[src/rtl/cla_slice_sequencer.sv]
// Multi-cycle WIDTH-bit add/subtract that time-shares one external SLICE-bit CLA,
// feeding it one slice per cycle LSB first and chaining carry through a register.
module cla_slice_sequencer #(
   parameter int unsigned WIDTH = 32,
   parameter int unsigned SLICE = 8
) (
   input  logic             clock,
   input  logic             reset_n,
   input  logic             in_valid,
   output logic             in_ready,
   input  logic [WIDTH-1:0] op_a,
   input  logic [WIDTH-1:0] op_b,
   input  logic             sub,
   output logic             out_valid,
   input  logic             out_ready,
   output logic [WIDTH-1:0] result,
   output logic             carry_out,
   output logic             overflow,
   output logic [SLICE-1:0] cla_x,
   output logic [SLICE-1:0] cla_y,
   output logic             cla_cin,
   input  logic [SLICE-1:0] cla_s,
   input  logic             cla_cout
);

   localparam int unsigned NSLICE = WIDTH / SLICE;
   localparam int unsigned KW     = (NSLICE > 1) ? $clog2(NSLICE) : 1;
   localparam logic [KW-1:0] K_LAST = KW'(NSLICE - 1);

   typedef enum logic [1:0] {IDLE, RUN, DONE} state_t;

   state_t           state;
   logic [KW-1:0]    k;
   logic [WIDTH-1:0] a_sh;
   logic [WIDTH-1:0] b_sh;
   logic             carry;

   // Operands shift right one slice per RUN cycle, so the low slice is always the
   // one being added and both registers have drained to zero by the time RUN ends.
   assign cla_x   = a_sh[SLICE-1:0];
   assign cla_y   = b_sh[SLICE-1:0];
   assign cla_cin = carry;

   always_ff @(posedge clock) begin
      if (!reset_n) begin
         state     <= IDLE;
         k         <= '0;
         a_sh      <= '0;
         b_sh      <= '0;
         carry     <= 1'b0;
         result    <= '0;
         carry_out <= 1'b0;
         overflow  <= 1'b0;
         in_ready  <= 1'b1;
         out_valid <= 1'b0;
      end else begin
         case (state)
            IDLE: begin
               if (in_valid && in_ready) begin
                  a_sh     <= op_a;
                  b_sh     <= sub ? ~op_b : op_b;
                  carry    <= sub;
                  k        <= '0;
                  result   <= '0;
                  in_ready <= 1'b0;
                  state    <= RUN;
               end
            end

            RUN: begin
               result[SLICE*32'(k) +: SLICE] <= cla_s;
               carry <= cla_cout;
               a_sh  <= a_sh >> SLICE;
               b_sh  <= b_sh >> SLICE;
               k     <= k + KW'(1);
               if (k == K_LAST) begin
                  // Low slice now holds the operand MSBs for the signed-overflow test.
                  carry_out <= cla_cout;
                  overflow  <= (a_sh[SLICE-1] == b_sh[SLICE-1]) &&
                               (cla_s[SLICE-1] != a_sh[SLICE-1]);
                  carry     <= 1'b0;
                  k         <= '0;
                  out_valid <= 1'b1;
                  state     <= DONE;
               end
            end

            DONE: begin
               if (out_ready) begin
                  out_valid <= 1'b0;
                  in_ready  <= 1'b1;
                  state     <= IDLE;
               end
            end

            default: begin
               state     <= IDLE;
               in_ready  <= 1'b1;
               out_valid <= 1'b0;
            end
         endcase
      end
   end

endmodule
[config.mk]
export PLATFORM = sky130hd
export DESIGN_NAME = cla_slice_sequencer
export DESIGN_NICKNAME = d
export VERILOG_FILES = /design/src/rtl/cla_slice_sequencer.sv
export SDC_FILE = /design/constraint.sdc
export NUM_CORES = 1
export LEC_CHECK = 0
export BUFFER_PORTS_ARGS = -buffer_cell sky130_fd_sc_hd__buf_4
export CAP_MARGIN = 20
export CORE_MARGIN = 2
export CORE_UTILIZATION = 42
export DETAILED_ROUTE_END_ITERATION = 6
export GPL_TIMING_DRIVEN = 0
export PLACE_DENSITY = 0.66
export SYNTH_ARGS = -nofsm -noshare
export SYNTH_HDL_FRONTEND = slang
export SYNTH_SLANG_ARGS = --single-unit
[constraint.sdc]
create_clock -name clock -period 5.3 [get_ports clock]
set_clock_uncertainty 0.2 [all_clocks]
set_input_delay 1.325 -clock clock [delete_from_list [all_inputs] [get_ports clock]]
set_output_delay 1.325 -clock clock [all_outputs]
set_load 0.02 [all_outputs]
# After elaboration in Yosys (flattened, before gate mapping)

Index checks and enable logic that the tools add are counted.

Register bits after elaboration: 105
Bits in latches: 0
RAM bits: 0
Bits in read-only memories: 0
Input port bits: 78
Output and inout port bits: 53
Memories kept: 0

Add/sub/neg operators: 2
Multiply operators: 0
Divide/modulo/power cells: 0
Order comparisons: 0
Equality and inequality tests: 8
Shift-type cells: 2
Muxes and demuxes: 24
Bitwise logic cells: 3
Reductions and logical operators: 9

Operators by type and width:

| cell                    | count |
|---|---|
| $pmux 32 s2             | 3 |
| $mux 32                 | 4 |
| $neg 5->34              | 1 |
| $shift 8x34->32 const A | 1 |
| $shiftx 8x34->32        | 1 |
| $bwmux 32               | 1 |
| $not 32->32             | 1 |
| $mux 2                  | 5 |
| $reduce_and 3->1        | 3 |
| $mux 1                  | 6 |
| $ne 2x2->1 const B      | 3 |
| $pmux 1 s3              | 2 |
| $pmux 2 s3              | 1 |
| $eq 2x2->1 const B      | 2 |
| $pmux 2 s2              | 1 |
| $reduce_and 2->1        | 2 |
| $add 2x1->2 const B     | 1 |
| $eq 2x1->1 const B      | 1 |
| $logic_and 1x1->1       | 2 |
| $logic_not 2->1         | 1 |
| $not 1->1               | 2 |
| $pmux 1 s2              | 1 |
| $reduce_bool 2->1       | 1 |
| $eq 1x1->1              | 1 |
| $ne 1x1->1              | 1 |

# Longest topological paths before layout

Gate-level depths: netlist (run 1).

Depth in word-level cells: 4
Gate-level depth with buffers: 6

# Worst setup path after synthesis (run 1)

Ideal clock, no wire load.

Path kind: in2reg
Start point: input port in_valid
End point: register a_sh[24]
Setup time: 0.076 ns
Data arrival time: 2.192 ns
Data required time: 5.024 ns
Slack: 2.833 ns
Stages: 6
Cell sequence: buf_4 -> nor4bb_4 -> buf_6 -> buf_6 -> nand2_1 -> a21boi_0

Word-level cells in the longest chain between the ends: 3

RTL lines:

| what                              | RTL line | RTL |
|---|---|---|
| start, declared                   | 9        | `input logic in_valid,` |
| $logic_and 1x1->1                 | 59       | `if (in_valid && in_ready) begin` |
| $ne 2x2->1 (no source line)       | n/a      |  |
| $reduce_and 2->1 (no source line) | n/a      |  |
| end signal, assigned              | 60       | `a_sh <= op_a;` |
| end signal, assigned              | 73       | `a_sh <= a_sh >> SLICE;` |
| end, declared                     | 34       | `logic [WIDTH-1:0] a_sh;` |

Every way passes these cells.
A chain may end at the register's enable or synchronous reset.

# Worst setup path in the final report (run 1)

Start point: register a_sh[7]
End point: output port cla_x[7]

RTL lines:

| what          | RTL line | RTL |
|---|---|---|
| end, declared | 19       | `output logic [SLICE-1:0] cla_x,` |

No word-level cell between the ends.

==> results.tsv, run 1 <==
metric	value	unit
via/cell ratio	5.34	
final hold vios	0	
Inserted Diodes	0	
Setup WS post-layout	2.71	ns
DRC	0	
Synth Net Count	613	
P per Cell Area	283	nW/um^2
Worst Hold Class	flop to flop	
Fmax achieved	385	MHz
Worst Setup Start Kind	flop	
clock buffer depth	2	
postcts setup bufs	0	
Worst slew margin	48.2	%
die outline area	12100	um^2
worst vdd ir	0.156	mV
synth warn	0	
Mapped Avg Cell Area	8.88	um^2
Leak	2.48	nW
Yosys top cell by area	dfxtp_1	
top_reg_cell synth	dfxtp_1	
Worst-Margin Slew	0.777	ns
# H-tree levels	3	
leading post-synthesis cells by cell area	dfxtp_1, a21oi_1, xor2_1, o21ai_0, nand2_1	
fraction of registers with async set/reset	0	%
Sum Neg Setup Slack	0	ns
max_cap viols	0	
initial drt markers	239	
layout cell share with drive strength beyond 1	28.4	%
first-pass GRT wire length	20.7	mm
Unique masters post-synth	45	
Netlist Area Pre-Place	4700	um^2
fin. max-slew vios	0	
status	complete, no violations	
Place WS	2.38	ns
Crit Path Class	flop to output pin	
Hold Buf Count CTS	0	
num ports	131	
Worst-path clk slew	0.10	ns
Synth top cells by count	dfxtp_1, nand2_1, a21oi_1, o21ai_0, xor2_1	
clock root cell	clkbuf_8	
GRT overflow	0	
initial antenna violation count	0	
Post-Syn Instances	529	
All-Layer GR Usage	21.9	%
final-stage net count	752	
top cell type's share of synthesized area	44.7	%
die height	110	um
crit path max fanout	4	
Area Growth Syn to Fin	28.5	%
CTS Buf Count	9	
CTS tree	done	
Post-synth EDFFs	0	
crit path capture type	output pin	
core box area	10900	um^2
time the worst path needs with I/O delays and setup	2.59	ns
vias	4343	
Crit path required time	3.77	ns
pin count of the biggest net entering global routing	19	
row cnt	38	
antenna viol nets, final	0	
Cell Area, Placed	5840	um^2
Seq/Total Area, Yosys	44.7	%
Post-CTS Resized	0	
wire per inst	16.2	um
Initial Util	43.2	%
fin crit share	48.9	%
final setup fails	0	
IO buf count	128	
die width	110	um
dpl hpwl	9.88	mm
detailed-router iteration count before antenna repair	5	
cell with the most instances after synthesis	dfxtp_1	
Yosys reg bits	105	
Clock Latency Late Sink	0.36	ns
Worst Path Arrival	1.07	ns
vias in the first global route	4156	
GP Congestion	0.888	
RSZ-0062 raised after global routing	no	
Final Cell Area	6040	um^2
Post-Route WL	13.1	mm
Clock Sinks	105	
[power breakdown]
part           internal [mW]  switching (mW)
Combinational          0.155           0.184
Sequential             0.838          0.0278
Clock                  0.223           0.283
Total                   1.22           0.494
[kinds of logic (layout without fill, tap and decap cells)]
kind of cell               Yosys count  in the layout  synth area share [%]
AOI/OAI and AO/OA                  205            205                  27.7
xor gates and xnor gates            32             32                  5.96
adders and majority gates            6              6                  1.60
buffers and inverters               87            231                  9.61
DFF                                105            105                  44.7
muxes                                1              1                 0.213
and+or+nand+nor                     93             93                  10.2
[per-stage QoR]
step,utilization (%),total power [mW],std cells,hold WS (ns)
3_3_place_gp,53.6,1.21,797,0.233
6_report,55.4,1.71,813,0.253
4_1_cts,55.4,1.72,813,0.253
2_1_floorplan,-,1.09,529,0.225
3_5_place_dp,53.6,1.22,797,0.237
5_1_grt,55.4,1.78,813,0.266
[critical path, cell delays in order (launching register included)]
cell,delay (ns)
dfxtp_1,0.44
buf_4,0.14
buf_4,0.12
[flip-flops by register name, summed over array words and instances (netlist names)]
| signal | count |
|---|---|
| a_sh | 32 |
| b_sh | 32 |
| carry_out | 1 |
| cla_cin | 1 |
| in_ready | 1 |
| k | 2 |
| out_valid | 1 |
| overflow | 1 |
| result | 32 |
| state | 2 |
[cell type report]
cell class                 instances  area, um^2
fill                            1006        4850
multi-input combinational        337        2150
sequential                       105        2100
timing repair buffer             128         961
buffer                            64         365
tap                              140         175
clock buffer                       9         124
inverter                          23        86.3
clock inverter                     7        77.6
[routing by layer]
| layer | vias to the layer above | track usage (%) | wire length [um] | share of wire [%] |
|---|---|---|---|---|
| li1 | 2147 | - | - | - |
| met3 | 21 | 4.68 | 895 | 6.8 |
| met4 | 0 | 7.78 | 245 | 1.9 |
| met2 | 160 | 34.8 | 6140 | 47 |
| met1 | 2015 | 29.4 | 5870 | 45 |
| met5 | - | 0 | 0 | 0 |
[placed cells by master, fill, tap and decap left out, types with 22 or more instances in the layout]
cell      instances
buf_4           145
o21ai_0          48
dfxtp_1         105
xor2_1           29
a22oi_1          24
clkbuf_1         23
inv_1            22
o22ai_1          24
a21oi_1          54
nand2_1          60
[path summary, 6_finish.rpt]
| kind | from | end | slack (ns) | cells after the start |
|---|---|---|---|---|
| max | a_sh[7] | cla_x[7] | 2.71 | 2 |
| min reg2reg | a_sh[14] | a_sh[14] | 0.25 | 2 |
| min | a_sh[14] | a_sh[14] | 0.25 | 2 |
| max reg2reg | k[0] | result[26] | 3.05 | 5 |
(Power assumes the default switching activity.)
==> run 2, diff against run 1 <==
- ABC_AREA: unset -> 1
- PLACE_DENSITY: 0.66 -> 0.65
- clock period: 5.3 -> 2.45 ns (I/O delays scaled with it)
==> run 2 against run 1 <==
  * Die area rose by 13%
  * Core utilization is 0.87 points lower
  * Critical path depth is 6 higher
  * Design area rose by 13%
  * Flip-flop and latch count did not move
  * Synthesized cell count up 54%
  * Sequential share of layout area down 4.0 points
  * Count of clock-buffer cells in the layout rose by 2
  * Final cell count up 39%
  * Register-to-register slack lost 2.7 ns
  * Hold slack gained 0.0093 ns
  * Critical endpoint is now result[29]
  * Highest routed layer unchanged
==> results.tsv, run 2 <==
metric	value	unit
status	complete, no violations	
Logic pwr share	22.3	%
power share of the sequential group	43.6	%
Leak	3.43	nW
R2R depth	8	
IO buf count	129	
crit path capture type	flop	
# H-tree levels	3	
CP max-delay cell	dfxtp_2	
post-route insts no fill	1133	
WP depth	8	
Worst Path Arrival	2.22	ns
wire per inst	13.2	um
Seq/Total Area, Yosys	39.4	%
vias	5349	
Unique masters post-synth	26	
P_sw	1.32	mW
time the worst path needs with I/O delays and setup	2.15	ns
commonest non-fill, non-tap cell in the layout	nand2_1	
worst vdd ir	0.493	mV
die height	117	um
Netlist Area Pre-Place	5330	um^2
initial antenna violation count	0	
CP delay by family, top	buffers and inverters	
Worst-Margin Slew	0.611	ns
Crit Path Class	flop to flop	
Worst Setup Start Kind	flop	
final setup fails	0	
crit path max fanout	9	
Mapped Avg Cell Area	6.53	um^2
Pint	3.06	mW
switching share of power	30.1	%
Worst slew margin	59.3	%
Post-Syn Instances	816	
top_reg_cell synth	dfxtp_1	
CP max stage delay	0.41	ns
fraction of registers with async set/reset	0	%
max_cap viols	0	
layout cell share with drive strength beyond 1	21.9	%
CP dominant cell by count	inv_1	
final-stage net count	1040	
Worst-path clk slew	0.07	ns
leading post-synthesis cells by cell area	dfxtp_1, nand2_1, nand3_1, nor2_1, inv_1	
fin crit share	87.7	%
cell with the most instances after synthesis	nand2_1	
Yosys reg bits	105	
CTS Buf Count	9	
Inserted Diodes	0	
Fmax achieved	465	MHz
dpl cells	1117	
CTS tree	done	
via/cell ratio	4.72	
vias in the first global route	5013	
Crit path required time	2.52	ns
All-Layer GR Usage	22.3	%
num ports	131	
dpl hpwl	11.1	mm
die outline area	13600	um^2
worst path cell trace	inv_1, ha_1, clkbuf_1, inv_1, nand2_1, nor2_2, nand3_1, a21oi_1	
Crit path buffers/inverters	3	
Synth top cells by count	nand2_1, dfxtp_1, nand3_1, nor2_1, inv_1	
Clock Latency Late Sink	0.34	ns
synth warn	0	
Clk pwr share	34.1	%
Top Registers	a_sh x32, b_sh x32, result x32	
GRT overflow	0	
first-pass GRT wire length	23.9	mm
RSZ-0062 raised after global routing	no	
core box area	12500	um^2
initial drt markers	297	
Clock Sinks	105	
Worst Hold Class	flop to flop	
clock root cell	clkbuf_16	
Sum Neg Setup Slack	0	ns
final hold vios	0	
P per Cell Area	641	nW/um^2
pin count of the biggest net entering global routing	18	
Post-Route WL	15.0	mm
Area Growth Syn to Fin	28.2	%
antenna viol nets, final	0	
most frequent cells in the layout	nand2_1, buf_4, dfxtp_1	
Initial Util	42.6	%
Hold Buf Count CTS	0	
Synth Net Count	900	
clock buffer depth	2	
Yosys top cell by area	dfxtp_1	
detailed-router iteration count before antenna repair	4	
die width	117	um
Post-synth EDFFs	0	
GP Congestion	0.828	
top cell type's share of synthesized area	39.4	%
DRC	0	
row cnt	41	
Worst Hold Depth	2	
fin. max-slew vios	0	
==> run 2: changes by cell type after synthesis, sizes merged, moves of 18 or more <==
| cell | delta |
|---|---|
| inv | +53 |
| o22ai | -24 |
| a22oi | -24 |
| nand3 | +104 |
| o21ai | -33 |
| nand2 | +195 |
| xor2 | -21 |
| o221ai | -18 |
| nor2 | +92 |
==> run 2: timing repair <==
item	CTS	global route
setup endpoints to repair	0	11
gates resized for setup	0	4
buffers inserted	0	0
==> run 2: kinds of logic (layout without fill, tap and decap cells) <==
| kind of cell | Yosys count | in the layout | synth area share, % |
|---|---|---|---|
| XOR/XNOR | 8 | 8 | 1.31 |
| AND/OR/NAND/NOR | 501 | 501 | 40.6 |
| AO/OA/AOI/OAI | 59 | 59 | 5.59 |
| buffers and inverters | 137 | 282 | 11.6 |
| adder cells (fa/ha/maj) | 6 | 6 | 1.41 |
| flip-flops | 105 | 105 | 39.4 |
==> run 2: final timing paths <==
kind	slack, ns	to	start
hold reg to reg	0.26	b_sh[30]	b_sh[30]
hold / removal	0.26	b_sh[30]	b_sh[30]
setup reg to reg	0.30	result[29]	k[0]
setup / recovery	0.30	result[29]	k[0]
==> run 2: stage by stage <==
step                      hold WS, ns  setup WS, ns  total power [mW]  area, um^2  util (%)
after floorplan                 0.234         0.532              2.55        5330         -
after global placement          0.246         0.109              2.91        6510      52.0
after detailed placement        0.253         0.113              2.92        6510      52.0
after CTS                       0.263        0.0979              4.39        6820      54.5
after global routing            0.290         0.138              4.59        6830      54.6
final                           0.263         0.301              4.38        6830      54.6
==> run 2: worst register-to-register path: cells and delay by family, from the launching register on <==
kind | cells | cell delay (ns)
AOI/OAI and AO/OA | 1 | 0.16
and+or+nand+nor | 3 | 0.43
DFF | 1 | 0.41
adders and majority gates | 1 | 0.30
buffers and inverters | 3 | 0.58
==> run 2: final cells by class <==
type / count / area [um^2]
fill: 1304 / 5690
inverter: 75 / 282
timing repair buffer: 129 / 968
clock buffer: 11 / 243
tap: 172 / 215
sequential: 105 / 2100
buffer: 62 / 339
clock inverter: 5 / 62.6
multi-input combinational: 574 / 2620
==> run 2: per-layer routing <==
layer,vias up,global-route usage [%],share of wire (%)
met5,-,0,0
met4,0,4.31,0.83
met3,9,4.20,5.6
met2,129,37.7,47
met1,2390,30.0,47
li1,2821,-,-
==> run 2: power groups by stage <==
stage                     clock network, mW  logic, mW  registers (mW)
after floorplan                           0      0.593            1.96
after global placement                    0      0.968            1.94
after detailed placement                  0      0.973            1.95
after CTS                              1.51      0.977            1.91
after global routing                   1.58       1.09            1.92
final                                  1.49      0.975            1.91
==> run 3, diff against run 2 <==
==> constraint.sdc (replaced) <==
create_clock -name clock -period 2.45 [get_ports clock]
set_clock_uncertainty 0.2 [all_clocks]
set_input_delay 0.245 -clock clock [delete_from_list [all_inputs] [get_ports clock]]
set_output_delay 0.245 -clock clock [all_outputs]
set_load 0.02 [all_outputs]
==> run 3 against run 2 <==
  * Combinational power is 2.2% higher
  * Final cell count is 1.3% higher
  * Power is 0.46% higher
  * Die area stayed put
  * Via count is 0.79% higher
  * Count of clock-buffer cells in the layout stayed put
==> results.tsv, run 3 (synthesized netlist as in run 2, its figures left out) <==
metric	value	unit
status	complete, no violations	
die height	117	um
DRC	0	
CP max stage delay	0.45	ns
Crit path required time	2.51	ns
Register Area	2100	um^2
internal reg-to-reg setup slack	0.31	ns
most frequent cells in the layout	nand2_1, buf_4, dfxtp_1	
clock buffer depth	2	
Sum Neg Setup Slack	0	ns
detailed-router iteration count before antenna repair	4	
crit path capture type	flop	
Clock Sinks	105	
IO buf count	129	
dpl hpwl	11.1	mm
RSZ-0062 raised after global routing	no	
first-pass GRT wire length	24.3	mm
utilization after layout	55.8	%
CTS tree	done	
Worst Path Arrival	2.20	ns
Worst-path clk slew	0.08	ns
# fillers	1284	
Cell Area, Placed	6510	um^2
Area Growth Syn to Fin	31.0	%
vias in the first global route	5093	
Inserted Diodes	0	
Top Registers	a_sh x32, b_sh x32, result x32	
max_cap viols	0	
worst vdd ir	0.496	mV
Multi-input gate area	2620	um^2
# H-tree levels	3	
Worst Hold Class	primary input to flop	
pin count of the biggest net entering global routing	18	
crit path max fanout	9	
final hold vios	0	
Crit Path Class	flop to flop	
Worst slew margin	59.1	%
GP Congestion	0.828	
antenna viol nets, final	0	
final-stage net count	1055	
final setup fails	0	
core box area	12500	um^2
initial drt markers	302	
die width	117	um
Leak	3.49	nW
vias	5391	
commonest non-fill, non-tap cell in the layout	nand2_1	
clock root cell	clkbuf_16	
time the worst path needs with I/O delays and setup	2.14	ns
CP delay by family, top	simple AND/OR/NAND/NOR gates	
layout cell share with drive strength beyond 1	21.5	%
num ports	131	
Clock Latency Late Sink	0.34	ns
Worst Setup Start Kind	flop	
row cnt	41	
Worst-Margin Slew	0.613	ns
die outline area	13600	um^2
Crit path buffers/inverters	2	
fin. max-slew vios	0	
CTS Buf Count	9	
P per Cell Area	630	nW/um^2
initial antenna violation count	0	
CP max-delay cell	nor2_1	
Fmax achieved	468	MHz
via/cell ratio	4.70	
fin crit share	87.1	%
Post-Route WL	15.2	mm
wire per inst	13.2	um
worst path cell trace	inv_1, ha_1, clkbuf_1, nor2_1, nand4_1, a21oi_1	
Final Cell Area	6980	um^2
All-Layer GR Usage	22.6	%
GRT overflow	0	
Initial Util	42.6	%
## run 3: cell types whose count changed in the layout (fill, tap and decap cells not counted), sizes merged
cell         delta
dlygate4sd3    +15
## run 3: area by class of cell
type / instances / share of cell area (%)
Clock buffer: 11 / 3.48
Inverter: 75 / 4.03
Buffer: 62 / 4.86
Tap cell: 172 / 3.08
Sequential cell: 105 / 30.1
Multi-Input combinational cell: 574 / 37.5
Clock inverter: 5 / 0.896
Timing Repair Buffer: 144 / 16.0
## run 3: routing by layer
metal | vias to the layer above | global-route usage, % | share of wire [%]
met4 | 0 | 4.00 | 0.85
met5 | - | 0 | 0
met1 | 2402 | 30.4 | 48
met3 | 11 | 4.05 | 4.8
met2 | 127 | 38.6 | 47
li1 | 2851 | - | -
## run 3: final timing paths
path	start	endpoint	cells after the start
setup / recovery	k[0]	result[0]	6
hold / removal	op_a[11]	a_sh[11]	3
setup reg to reg	k[0]	result[0]	6
hold reg to reg	b_sh[30]	b_sh[30]	2
## run 3: what timing repair did
item	in CTS	in global routing
setup buffers	0	0
hold buffers	15	0
setup endpoints to repair	0	12
hold endpoints to repair	15	0
resized for setup	0	4
## run 3: through the flow
stage	total power, mW	hold WS [ns]	setup WS [ns]	std cells
3_5_place_dp	2.92	0.253	0.113	1117
2_1_floorplan	2.55	0.193	0.532	816
4_1_cts	4.41	0.00166	0.0979	1148
6_report	4.40	0.00318	0.315	1148
3_3_place_gp	2.91	0.246	0.109	1117
5_1_grt	4.62	0.0126	0.131	1148
## run 3: tightest hold or removal path: cells and delay by family
family / cells / cell delay [ns]
and+or+nand+nor: 2 / 0.16
buffers and inverters: 1 / 0.11
## run 3: power breakdown
| part | switching, mW | internal (mW) |
|---|---|---|
| Combinational | 0.582 | 0.414 |
| Sequential | 0.0723 | 1.83 |
| Clock | 0.665 | 0.828 |
| Total | 1.32 | 3.08 |
